===== src/rtl/alu_pkg.sv =====
// Shared ALU / M-extension definitions: op encoding, datapath width and
// the iterative multiply/divide state type.
package alu_pkg;

    localparam int XLEN = 32;

    typedef logic [4:0] alu_op_t;

    localparam alu_op_t OP_ADD    = 5'b00000;
    localparam alu_op_t OP_MUL    = 5'b01010;
    localparam alu_op_t OP_MULH   = 5'b01011;
    localparam alu_op_t OP_MULHU  = 5'b01100;
    localparam alu_op_t OP_MULHSU = 5'b01101;
    localparam alu_op_t OP_DIVU   = 5'b01110;
    localparam alu_op_t OP_REMU   = 5'b01111;
    localparam alu_op_t OP_DIV    = 5'b10000;
    localparam alu_op_t OP_REM    = 5'b10001;

    typedef enum logic [1:0] {
        IDLE = 2'd0,
        CALC = 2'd1,
        DONE = 2'd2
    } md_state_t;

    function automatic logic is_md_op(input alu_op_t op);
        return (op >= OP_MUL) && (op <= OP_REM);
    endfunction

    function automatic logic is_mul_op(input alu_op_t op);
        return (op >= OP_MUL) && (op <= OP_MULHSU);
    endfunction

endpackage


===== src/rtl/muldiv_seq_div_step.sv =====
// One restoring-division iteration: shift in the next dividend bit and
// subtract the divisor when it fits.
module div_step
    import alu_pkg::*;
(
    input  logic [XLEN:0]   rem_in,
    input  logic [XLEN-1:0] divisor,
    input  logic            dividend_bit,
    output logic [XLEN:0]   rem_out,
    output logic            q_bit
);

    logic [XLEN:0] shifted;
    logic [XLEN:0] diff;

    // The partial remainder is always below the divisor, so its top bit is
    // zero and the shifted value fits in XLEN+1 bits.
    always_comb begin
        shifted = {rem_in[XLEN-1:0], dividend_bit};
        diff    = shifted - {1'b0, divisor};
        q_bit   = (shifted >= {1'b0, divisor});
        rem_out = q_bit ? diff : shifted;
    end

endmodule


===== src/rtl/muldiv_seq.sv =====
// Iterative RV32M multiply/divide unit: 32 shift-add or restoring steps on
// operand magnitudes, with sign fix-up folded into the last step.
module muldiv_seq
    import alu_pkg::*;
#(
    parameter int XLEN = 32
) (
    input  logic            clk,
    input  logic            rst,
    input  logic            req_valid,
    output logic            req_ready,
    input  logic [4:0]      req_op,
    input  logic [XLEN-1:0] req_a,
    input  logic [XLEN-1:0] req_b,
    input  logic            kill,
    output logic            resp_valid,
    output logic [XLEN-1:0] resp_data
);

    md_state_t       state_q, state_d;
    alu_op_t         op_q, op_d;
    logic [XLEN-1:0] opb_q, opb_d;
    logic [XLEN:0]   hi_q, hi_d;
    logic [XLEN-1:0] lo_q, lo_d;
    logic            neg_q, neg_d;
    logic            rem_neg_q, rem_neg_d;
    logic [4:0]      cnt_q, cnt_d;
    logic [XLEN-1:0] resp_data_q, resp_data_d;

    logic              accept;
    logic              a_signed, b_signed, sa, sb;
    logic [XLEN-1:0]   a_mag, b_mag;
    logic              req_is_div, div_by_zero, div_overflow;
    logic [XLEN-1:0]   special_result;

    logic [XLEN:0]     mul_sum;
    logic [2*XLEN-1:0] product, product_fix;
    logic [XLEN-1:0]   mul_result;
    logic [XLEN:0]     div_rem_n;
    logic              div_q;
    logic [XLEN-1:0]   div_lo_n, quot_fix, rem_fix, div_result;

    assign req_ready  = (state_q != CALC);
    assign resp_valid = (state_q == DONE) && !kill;
    assign resp_data  = resp_data_q;

    div_step u_div_step (
        .rem_in       (hi_q),
        .divisor      (opb_q),
        .dividend_bit (lo_q[XLEN-1]),
        .rem_out      (div_rem_n),
        .q_bit        (div_q)
    );

    // Request decode: operand signedness, magnitudes and the cases that
    // bypass iteration entirely.
    always_comb begin
        accept       = req_valid && req_ready && !kill && is_md_op(req_op);
        a_signed     = (req_op == OP_MUL) || (req_op == OP_MULH) || (req_op == OP_MULHSU) ||
                       (req_op == OP_DIV) || (req_op == OP_REM);
        b_signed     = (req_op == OP_MUL) || (req_op == OP_MULH) ||
                       (req_op == OP_DIV) || (req_op == OP_REM);
        sa           = a_signed && req_a[XLEN-1];
        sb           = b_signed && req_b[XLEN-1];
        a_mag        = sa ? -req_a : req_a;
        b_mag        = sb ? -req_b : req_b;
        req_is_div   = is_md_op(req_op) && !is_mul_op(req_op);
        div_by_zero  = req_is_div && (req_b == '0);
        div_overflow = ((req_op == OP_DIV) || (req_op == OP_REM)) &&
                       (req_a == {1'b1, {(XLEN-1){1'b0}}}) && (req_b == '1);
        if (div_by_zero) begin
            special_result = ((req_op == OP_DIV) || (req_op == OP_DIVU)) ? '1 : req_a;
        end else begin
            special_result = (req_op == OP_DIV) ? {1'b1, {(XLEN-1){1'b0}}} : '0;
        end
    end

    // Per-step datapath; the final-step results are signed and selected here.
    always_comb begin
        mul_sum     = {1'b0, hi_q[XLEN-1:0]} + (lo_q[0] ? {1'b0, opb_q} : '0);
        product     = {mul_sum, lo_q[XLEN-1:1]};
        product_fix = neg_q ? -product : product;
        mul_result  = (op_q == OP_MUL) ? product_fix[XLEN-1:0] : product_fix[2*XLEN-1:XLEN];
        div_lo_n    = {lo_q[XLEN-2:0], div_q};
        quot_fix    = neg_q ? -div_lo_n : div_lo_n;
        rem_fix     = rem_neg_q ? -div_rem_n[XLEN-1:0] : div_rem_n[XLEN-1:0];
        div_result  = ((op_q == OP_DIV) || (op_q == OP_DIVU)) ? quot_fix : rem_fix;
    end

    always_comb begin
        state_d     = state_q;
        op_d        = op_q;
        opb_d       = opb_q;
        hi_d        = hi_q;
        lo_d        = lo_q;
        neg_d       = neg_q;
        rem_neg_d   = rem_neg_q;
        cnt_d       = cnt_q;
        resp_data_d = resp_data_q;

        case (state_q)
            IDLE, DONE: begin
                state_d = IDLE;
                if (accept) begin
                    op_d      = req_op;
                    neg_d     = sa ^ sb;
                    rem_neg_d = sa;
                    cnt_d     = '0;
                    if (div_by_zero || div_overflow) begin
                        state_d     = DONE;
                        resp_data_d = special_result;
                    end else begin
                        state_d = CALC;
                        hi_d    = '0;
                        lo_d    = is_mul_op(req_op) ? b_mag : a_mag;
                        opb_d   = is_mul_op(req_op) ? a_mag : b_mag;
                    end
                end
            end
            CALC: begin
                cnt_d = cnt_q + 5'd1;
                if (is_mul_op(op_q)) begin
                    hi_d = {1'b0, mul_sum[XLEN:1]};
                    lo_d = {mul_sum[0], lo_q[XLEN-1:1]};
                end else begin
                    hi_d = div_rem_n;
                    lo_d = div_lo_n;
                end
                if (cnt_q == 5'd31) begin
                    state_d     = DONE;
                    resp_data_d = is_mul_op(op_q) ? mul_result : div_result;
                end
            end
            default: state_d = IDLE;
        endcase

        // Flush wins over everything, including a result landing this cycle.
        if (kill) begin
            state_d     = IDLE;
            cnt_d       = '0;
            resp_data_d = resp_data_q;
        end
    end

    always_ff @(posedge clk or posedge rst) begin
        if (rst) begin
            state_q     <= IDLE;
            op_q        <= OP_ADD;
            opb_q       <= '0;
            hi_q        <= '0;
            lo_q        <= '0;
            neg_q       <= 1'b0;
            rem_neg_q   <= 1'b0;
            cnt_q       <= '0;
            resp_data_q <= '0;
        end else begin
            state_q     <= state_d;
            op_q        <= op_d;
            opb_q       <= opb_d;
            hi_q        <= hi_d;
            lo_q        <= lo_d;
            neg_q       <= neg_d;
            rem_neg_q   <= rem_neg_d;
            cnt_q       <= cnt_d;
            resp_data_q <= resp_data_d;
        end
    end

endmodule


===== config.mk =====
export PLATFORM = sky130hd
export DESIGN_NAME = muldiv_seq
export DESIGN_NICKNAME = d
export VERILOG_FILES = /design/src/rtl/alu_pkg.sv /design/src/rtl/muldiv_seq_div_step.sv /design/src/rtl/muldiv_seq.sv
export SDC_FILE = /design/constraint.sdc
export NUM_CORES = 1
export LEC_CHECK = 0
export CAP_MARGIN = 0
export CORE_ASPECT_RATIO = 1.4
export CORE_MARGIN = 2
export CORE_UTILIZATION = 63
export CTS_BUF_LIST = sky130_fd_sc_hd__clkbuf_8
export DETAILED_ROUTE_END_ITERATION = 6
export GPL_ROUTABILITY_DRIVEN = 1
export PLACE_DENSITY = 0.88
export RECOVER_POWER = 25
export SLEW_MARGIN = 20
export SYNTH_ARGS = -nofsm -noshare
export SYNTH_HDL_FRONTEND = slang
export SYNTH_SLANG_ARGS = --single-unit
export TNS_END_PERCENT = 30

===== constraint.sdc =====
create_clock -name clk -period 6.7 [get_ports clk]
set_clock_uncertainty 0.15 [all_clocks]
set_input_delay 1.005 -clock clk [delete_from_list [all_inputs] [get_ports clk]]
set_output_delay 1.005 -clock clk [all_outputs]
set_load 0.01 [all_outputs]

# Yosys cells after proc, flatten, opt, wreduce, memory -nomap -nowiden

Index checks and enable logic that the tools add are counted.

Flip-flop bits (word level): 142
Bits in latches: 0
Bits in writable memories: 0
Memory bits (read-only): 0
Bits of input ports: 73
Output and inout port bits: 34
Logic and storage cells: 117
Memories: 0

$add $sub $neg: 8
Multipliers: 0
Div/mod/pow operators: 0
$lt $le $gt $ge: 6
Equal/unequal tests: 21
Shift operators: 0
Muxes and demuxes: 35
Bitwise operators: 3
Reductions and logical operators: 35

Operators by type and width:

| kind                 | count |
|---|---|
| $mux 32              | 23 |
| $pmux 32 s2          | 3 |
| $neg 32->32          | 4 |
| $eq 32x32->1 const B | 2 |
| $mux 64              | 1 |
| $neg 64->64          | 1 |
| $add 32x32->33       | 1 |
| $ge 33x32->1         | 1 |
| $logic_not 32->1     | 1 |
| $sub 32x32->32       | 1 |
| $eq 5x4->1 const B   | 6 |
| $eq 5x5->1 const B   | 4 |
| $logic_and 1x1->1    | 13 |
| $ge 5x4->1 const B   | 2 |
| $le 5x4->1 const B   | 2 |
| $logic_or 1x1->1     | 10 |
| $mux 5               | 2 |
| $pmux 5 s2           | 1 |
| $mux 2               | 4 |
| $ne 2x2->1 const B   | 4 |
| $ne 3x3->1 const B   | 2 |
| $reduce_and 3->1     | 2 |
| $add 5x1->5 const B  | 1 |
| $le 5x5->1 const B   | 1 |
| other kinds (13)     | 16 |

# Logic depth before layout (Yosys ltp)

Gate-level depths: netlist of the first run.

Depth in word-level cells: 11
Mapped depth: 23
Depth with buffers taken out: 19

# By module

A second synthesis of the first run with hierarchy kept.

Cells, all modules: 2348
Area total of the unflattened synthesis: 16863.7 sq um

Modules (own cells, without submodules):

| module     | instances | cells an instance | area an instance (sq um) | seq. area each (sq um) |
|---|---|---|---|---|
| muldiv_seq | 1         | 1983              | 14451.4                  | 3578.4 |
| div_step   | 1         | 365               | 2412.3                   | 0.0 |

# Worst setup path before layout of the first run

OpenSTA, ideal clock, no wires.

Kind: register -> register
From: register hi_q[19]
To: register resp_data_q[20] (netlist: resp_data[20])
Library setup time: 124 ps
Arrival time: 5364 ps
Data required time: 6426 ps
Slack: 1062 ps
Cell stages (with the launch flop): 22
Path buffers: 4
Clock period less this slack: 5638 ps
Cell sequence: dfrtp_1 ha_1 buf_2 a21o_1 o21bai_1 a211o_1 a211oi_4 nand2_1 buf_2 buf_2 buf_2 o21ai_0 ha_1 inv_1 or4_1 nor4b_1 a41oi_1 nand2b_1 o21ai_0 xnor2_1 o22ai_1 a211o_1

Word-level cells in the longest chain between the ends: 8
Elaborated cells between the ends (all ways): 15
Those cells by class: 5 x add/sub; 1 x order compare; 9 x mux

RTL lines:

| item                                           | RTL line                                             | text |
|---|---|---|
| start: declaration                             | muldiv_seq.sv:23                                     | `logic [XLEN:0] hi_q, hi_d;` |
| start signal: assignment                       | muldiv_seq.sv:160                                    | `hi_q <= hi_d;` |
| $sub 32x32->32 or $ge 33x32->1 (tied branches) | muldiv_seq_div_step.sv:20, muldiv_seq_div_step.sv:21 |  |
| $mux 32                                        | muldiv_seq_div_step.sv:22                            | `rem_out = q_bit ? diff : shifted;` |
| $neg 32->32                                    | muldiv_seq.sv:86                                     | `rem_fix = rem_neg_q ? -div_rem_n[XLEN-1:0] : div_rem_n[XLEN-1:0];` |
| $mux 32                                        | muldiv_seq.sv:86                                     |  |
| $mux 32                                        | muldiv_seq.sv:87                                     | `div_result = ((op_q == OP_DIV) \|\| (op_q == OP_DIVU)) ? quot_fix : rem_fix;` |
| $mux 32 (*)                                    | muldiv_seq.sv:131                                    | `resp_data_d = is_mul_op(op_q) ? mul_result : div_result;` |
| $mux 32 (*)                                    | muldiv_seq.sv:129                                    | `if (cnt_q == 5'd31) begin` |
| $pmux 32 s2 (*)                                | muldiv_seq.sv:101                                    | `case (state_q)` |
| end signal: assignment                         | muldiv_seq.sv:165                                    | `resp_data_q <= resp_data_d;` |
| end: declaration                               | muldiv_seq.sv:28                                     | `logic [XLEN-1:0] resp_data_q, resp_data_d;` |

Every way passes the cells marked *; elsewhere a longest branch is shown, timed or not. The select of a mux whose other input is x is not followed.
A chain may end at the register's enable or synchronous reset.

# Worst setup path in the final report of the first run

From: register hi_q[5]
To: register resp_data_q[26] (netlist: resp_data[26])

The elaborated chain is that of the path after synthesis.

==> reports/results.ini, run 1 <==
[final_layout]
final_common_cell=nand2_1
layout_common_cells=287 x nand2_1, 269 x nor2_1, 211 x o21ai_0, 170 x a21oi_1, 141 x dfrtp_1
num_antenna_cells=0
final_layout_size_suffix_gt1_share_pct=5.73
syn2layout_area_growth_pct=9.24
nets=2576
fillers=2376

[hold_path]
min_path_cells=2
min_from=opb_q[23]$_DFFE_PP0P_
hp-class=reg -> reg
worstHoldEndpoint=opb_q[23]$_DFFE_PP0P_

[clock_tree]
cts_num_sinks=142
ctsHoldBuffers=0
cts_buffers=17
clk_latency_ns=0.51
cts.repair.resized=0
cts_tree=built
cts-htree-levels=4
cts_setup_buffers=0
root_buffer=clkbuf_8
path_clk_slew_ns=0.10
clockBufferDepth=2

[setup_path]
cpMaxStageDelayCell=o41ai_1
worstSetupEndpointType=flip-flop
worstReg2RegStart=hi_q[5]$_DFFE_PP0P_
crit_chain=ha_1 > a21oi_1 > o21ai_0 > a221o_1 > o211ai_2 > nand2_2 > o21ai_0 > ha_1 > inv_1 > or4_1 > nor4b_1 > buf_4 > a31oi_1 > o41ai_1 > xor2_1 > a211oi_1 > o21ai_1
worstPathRequired_ns=6.93
rr_worst_depth=17
cp_top_family=compound AO/OA/AOI/OAI gates
rrSetupSlack_ns=0.60
arrival_ns=6.33
r2r-end=resp_data[26]$_DFFE_PP0P_
crit_type=reg -> reg
crit_buf_inv=2
cp_max_fo=10
max_stage_delay_ns=0.59
critPathLaunchType=flip-flop

[timing]
fin_crit_sh_pct=91.0
setup_violations=0
setup-tns-final_ns=0
min_period_ns=6.10
tightest_slew_ns=4.41
hold_viol_final=0
maxSlewViolCount=91
timing.fmax_mhz=164
whs_ns=0.332
slew_headroom_pct=-196
rsz0062_at_grt=no

[power]
seqPwrFrac_pct=16.1
switching_power_mw=5.37
p_int_mw=3.80
p_leak_nw=7.48
p_per_area_nw_per_um2=483
clock_power_share_pct=8.8
comb_power_share_pct=75.1
ir_drop_uv=268
swShare_pct=58.6

[yosys]
synthAdderAreaFrac_pct=5.42
seq_area_frac_synth_pct=20.5
synth.area.top_cells=dfrtp_1 20%, nand2_1 6.2%, o21ai_0 6.1%
synth_top_family_by_area=compound AO/OA/AOI/OAI gates
yosys.area.top_type_share_pct=20.5
synth_xor_area_share_pct=10.2
synth_fp_nets=2592
synth_area_um2=17400
synthMuxAreaShare_pct=2.26
syn_inst=2445
synth_compound_area_share_pct=31.0
ys_seq_elements=142
yosys_warnings=0
ys_types=91
synth_area_per_cell_um2=7.10
async_flop_share_pct=100
synth_flop_cell=dfrtp_1
synth_top_area_cell=dfrtp_1
synth-edff-count=0
yosys.area_share.simple_pct=25.2

[route]
route.vias.total=19900
post_drt_via_cell_ratio=7.08
first_iter_violations=2499
ant_nets=0
finalWirelength_mm=66.6
routedWlPerCell_um=23.7
dr.pass1.iters=7
drc=2

[status]
violations=design-rule violations, max-capacitance violations, max-slew violations
status=finished, violations left

[grt]
antenna_found_initial=0
grt_first_pass_wirelength_mm=102
grt_pass1_vias=18500
grt_start_max_net_pins=95
grt_usage_pct=45.8
overflow=0

[floorplanning]
die-area_um2=28900
fp.dieW_um=144
rows=71
start_util_pct=64.3
core_region_area_um2=27000
die_h_um=200
pin_count=107

[placement]
hpwlAfterDp_mm=50.8
gp_congestion=1.08
portBuffers=106

[job]
cap_violations=1

## cell usage after synthesis, types with 8 or more instances
library cell and count:
nand2b_1 19, nand2_1 289, o31a_1 9, a21oi_1 171, inv_1 61, xor2_1 99, nor3_1 56, or4_1 15
nor2_1 270, a211o_1 9, xnor2_1 104, ha_1 72, and3_1 20, a21o_1 20, o31ai_1 41, nor4_1 23
o21ai_1 11, o21ai_0 211, o21a_1 16, buf_2 26, a311oi_1 8, dfrtp_1 142, o211ai_1 42, nand4_1 30
nand3_1 92, or2_2 12, nor2b_1 10, a31oi_1 62, a211oi_1 87, o41ai_1 16, clkbuf_1 142, mux2i_1 29
o221ai_1 20, buf_1 8, a221oi_1 10, mux2_2 9, o22ai_1 9, and2_1 15, or3_1 34
## power groups by stage
| stage | Clock, mW | Combinational, mW | Sequential (mW) |
|---|---|---|---|
| floorplan | 0 | 4.89 | 1.24 |
| global placement | 0 | 6.42 | 1.45 |
| detailed placement | 0 | 6.51 | 1.47 |
| CTS | 0.801 | 6.56 | 1.45 |
| global route | 0.834 | 7.32 | 1.50 |
| finish | 0.805 | 6.89 | 1.47 |
## worst register-to-register path, cell delays in order (launching register included)
cell and delay (ns):
dfrtp_1 0.46, ha_1 0.37, a21oi_1 0.32, o21ai_0 0.26
a221o_1 0.43, o211ai_2 0.54, nand2_2 0.20, o21ai_0 0.38
ha_1 0.29, inv_1 0.07, or4_1 0.56, nor4b_1 0.39
buf_4 0.21, a31oi_1 0.16, o41ai_1 0.59, xor2_1 0.18
a211oi_1 0.28, o21ai_1 0.11
## worst max path at each step
stage | from | to | slack, ns | cells after the start
after floorplan | hi_q[19]$_DFFE_PP0P_ | resp_data[20]$_DFFE_PP0P_ | 1.06 | 21
after global placement | hi_q[5]$_DFFE_PP0P_ | resp_data[20]$_DFFE_PP0P_ | 0.96 | 18
after detailed placement | hi_q[5]$_DFFE_PP0P_ | resp_data[20]$_DFFE_PP0P_ | 0.82 | 18
after CTS | hi_q[5]$_DFFE_PP0P_ | resp_data[26]$_DFFE_PP0P_ | 0.77 | 17
after global routing | hi_q[5]$_DFFE_PP0P_ | resp_data[20]$_DFFE_PP0P_ | 0.27 | 18
final | hi_q[5]$_DFFE_PP0P_ | resp_data[26]$_DFFE_PP0P_ | 0.60 | 17
## metal layers
metal	wire length, um	track usage, %	part of all wire [%]
met3	7320	10.8	11
met1	23900	55.5	36
met2	29800	71.1	45
met4	5610	31.3	8.4
met5	0	0	0
## area by class of cell
class,instances,area (um2),area share [%]
clock inverter,14,191,1.01
clock buffer,18,248,1.31
tap,365,457,2.41
sequential,142,3550,18.7
timing repair buffer,142,1360,7.15
multi-input combinational,2061,12900,68.1
inverter,65,245,1.29
## cell families after synthesis
logic type                 count (synthesis)
xor gates and xnor gates                 203
muxes                                     38
and+or+nand+nor                          925
buffers and inverters                    242
AOI/OAI and AO/OA                        821
adders and majority gates                 74
DFF                                      142
## sequential cells by signal, indices dropped and copies added, names as in the netlist
name	count
cnt_q	5
hi_q	32
lo_q	32
neg_q	1
op_q	5
opb_q	32
rem_neg_q	1
resp_data	32
state_q	2
## metrics by stage
stage	std cells	util [%]	total power, mW	instance area [um2]	setup slack, ns
after floorplan	2445	-	6.13	17400	1.06
after global placement	2773	68.5	7.87	18500	0.956
after global routing	2807	70.2	9.66	19000	0.265
final	2807	70.2	9.16	19000	0.602
after detailed placement	2773	68.5	7.98	18500	0.825
after CTS	2805	70.1	8.82	18900	0.775
Note: power is estimated with default switching activity, not from simulation.
==> run 2: changes to the inputs <==
--- a/config.mk
+++ b/config.mk
@@ -10,6 +10,7 @@
 export CORE_MARGIN = 2
 export CORE_UTILIZATION = 63
 export CTS_BUF_LIST = sky130_fd_sc_hd__clkbuf_8
+export CTS_CLUSTER_SIZE = 28
 export DETAILED_ROUTE_END_ITERATION = 6
 export GPL_ROUTABILITY_DRIVEN = 1
 export PLACE_DENSITY = 0.88
==> results of run 2 <==
Same layout as run 1: the final DEF is identical, and so are final timing and power.
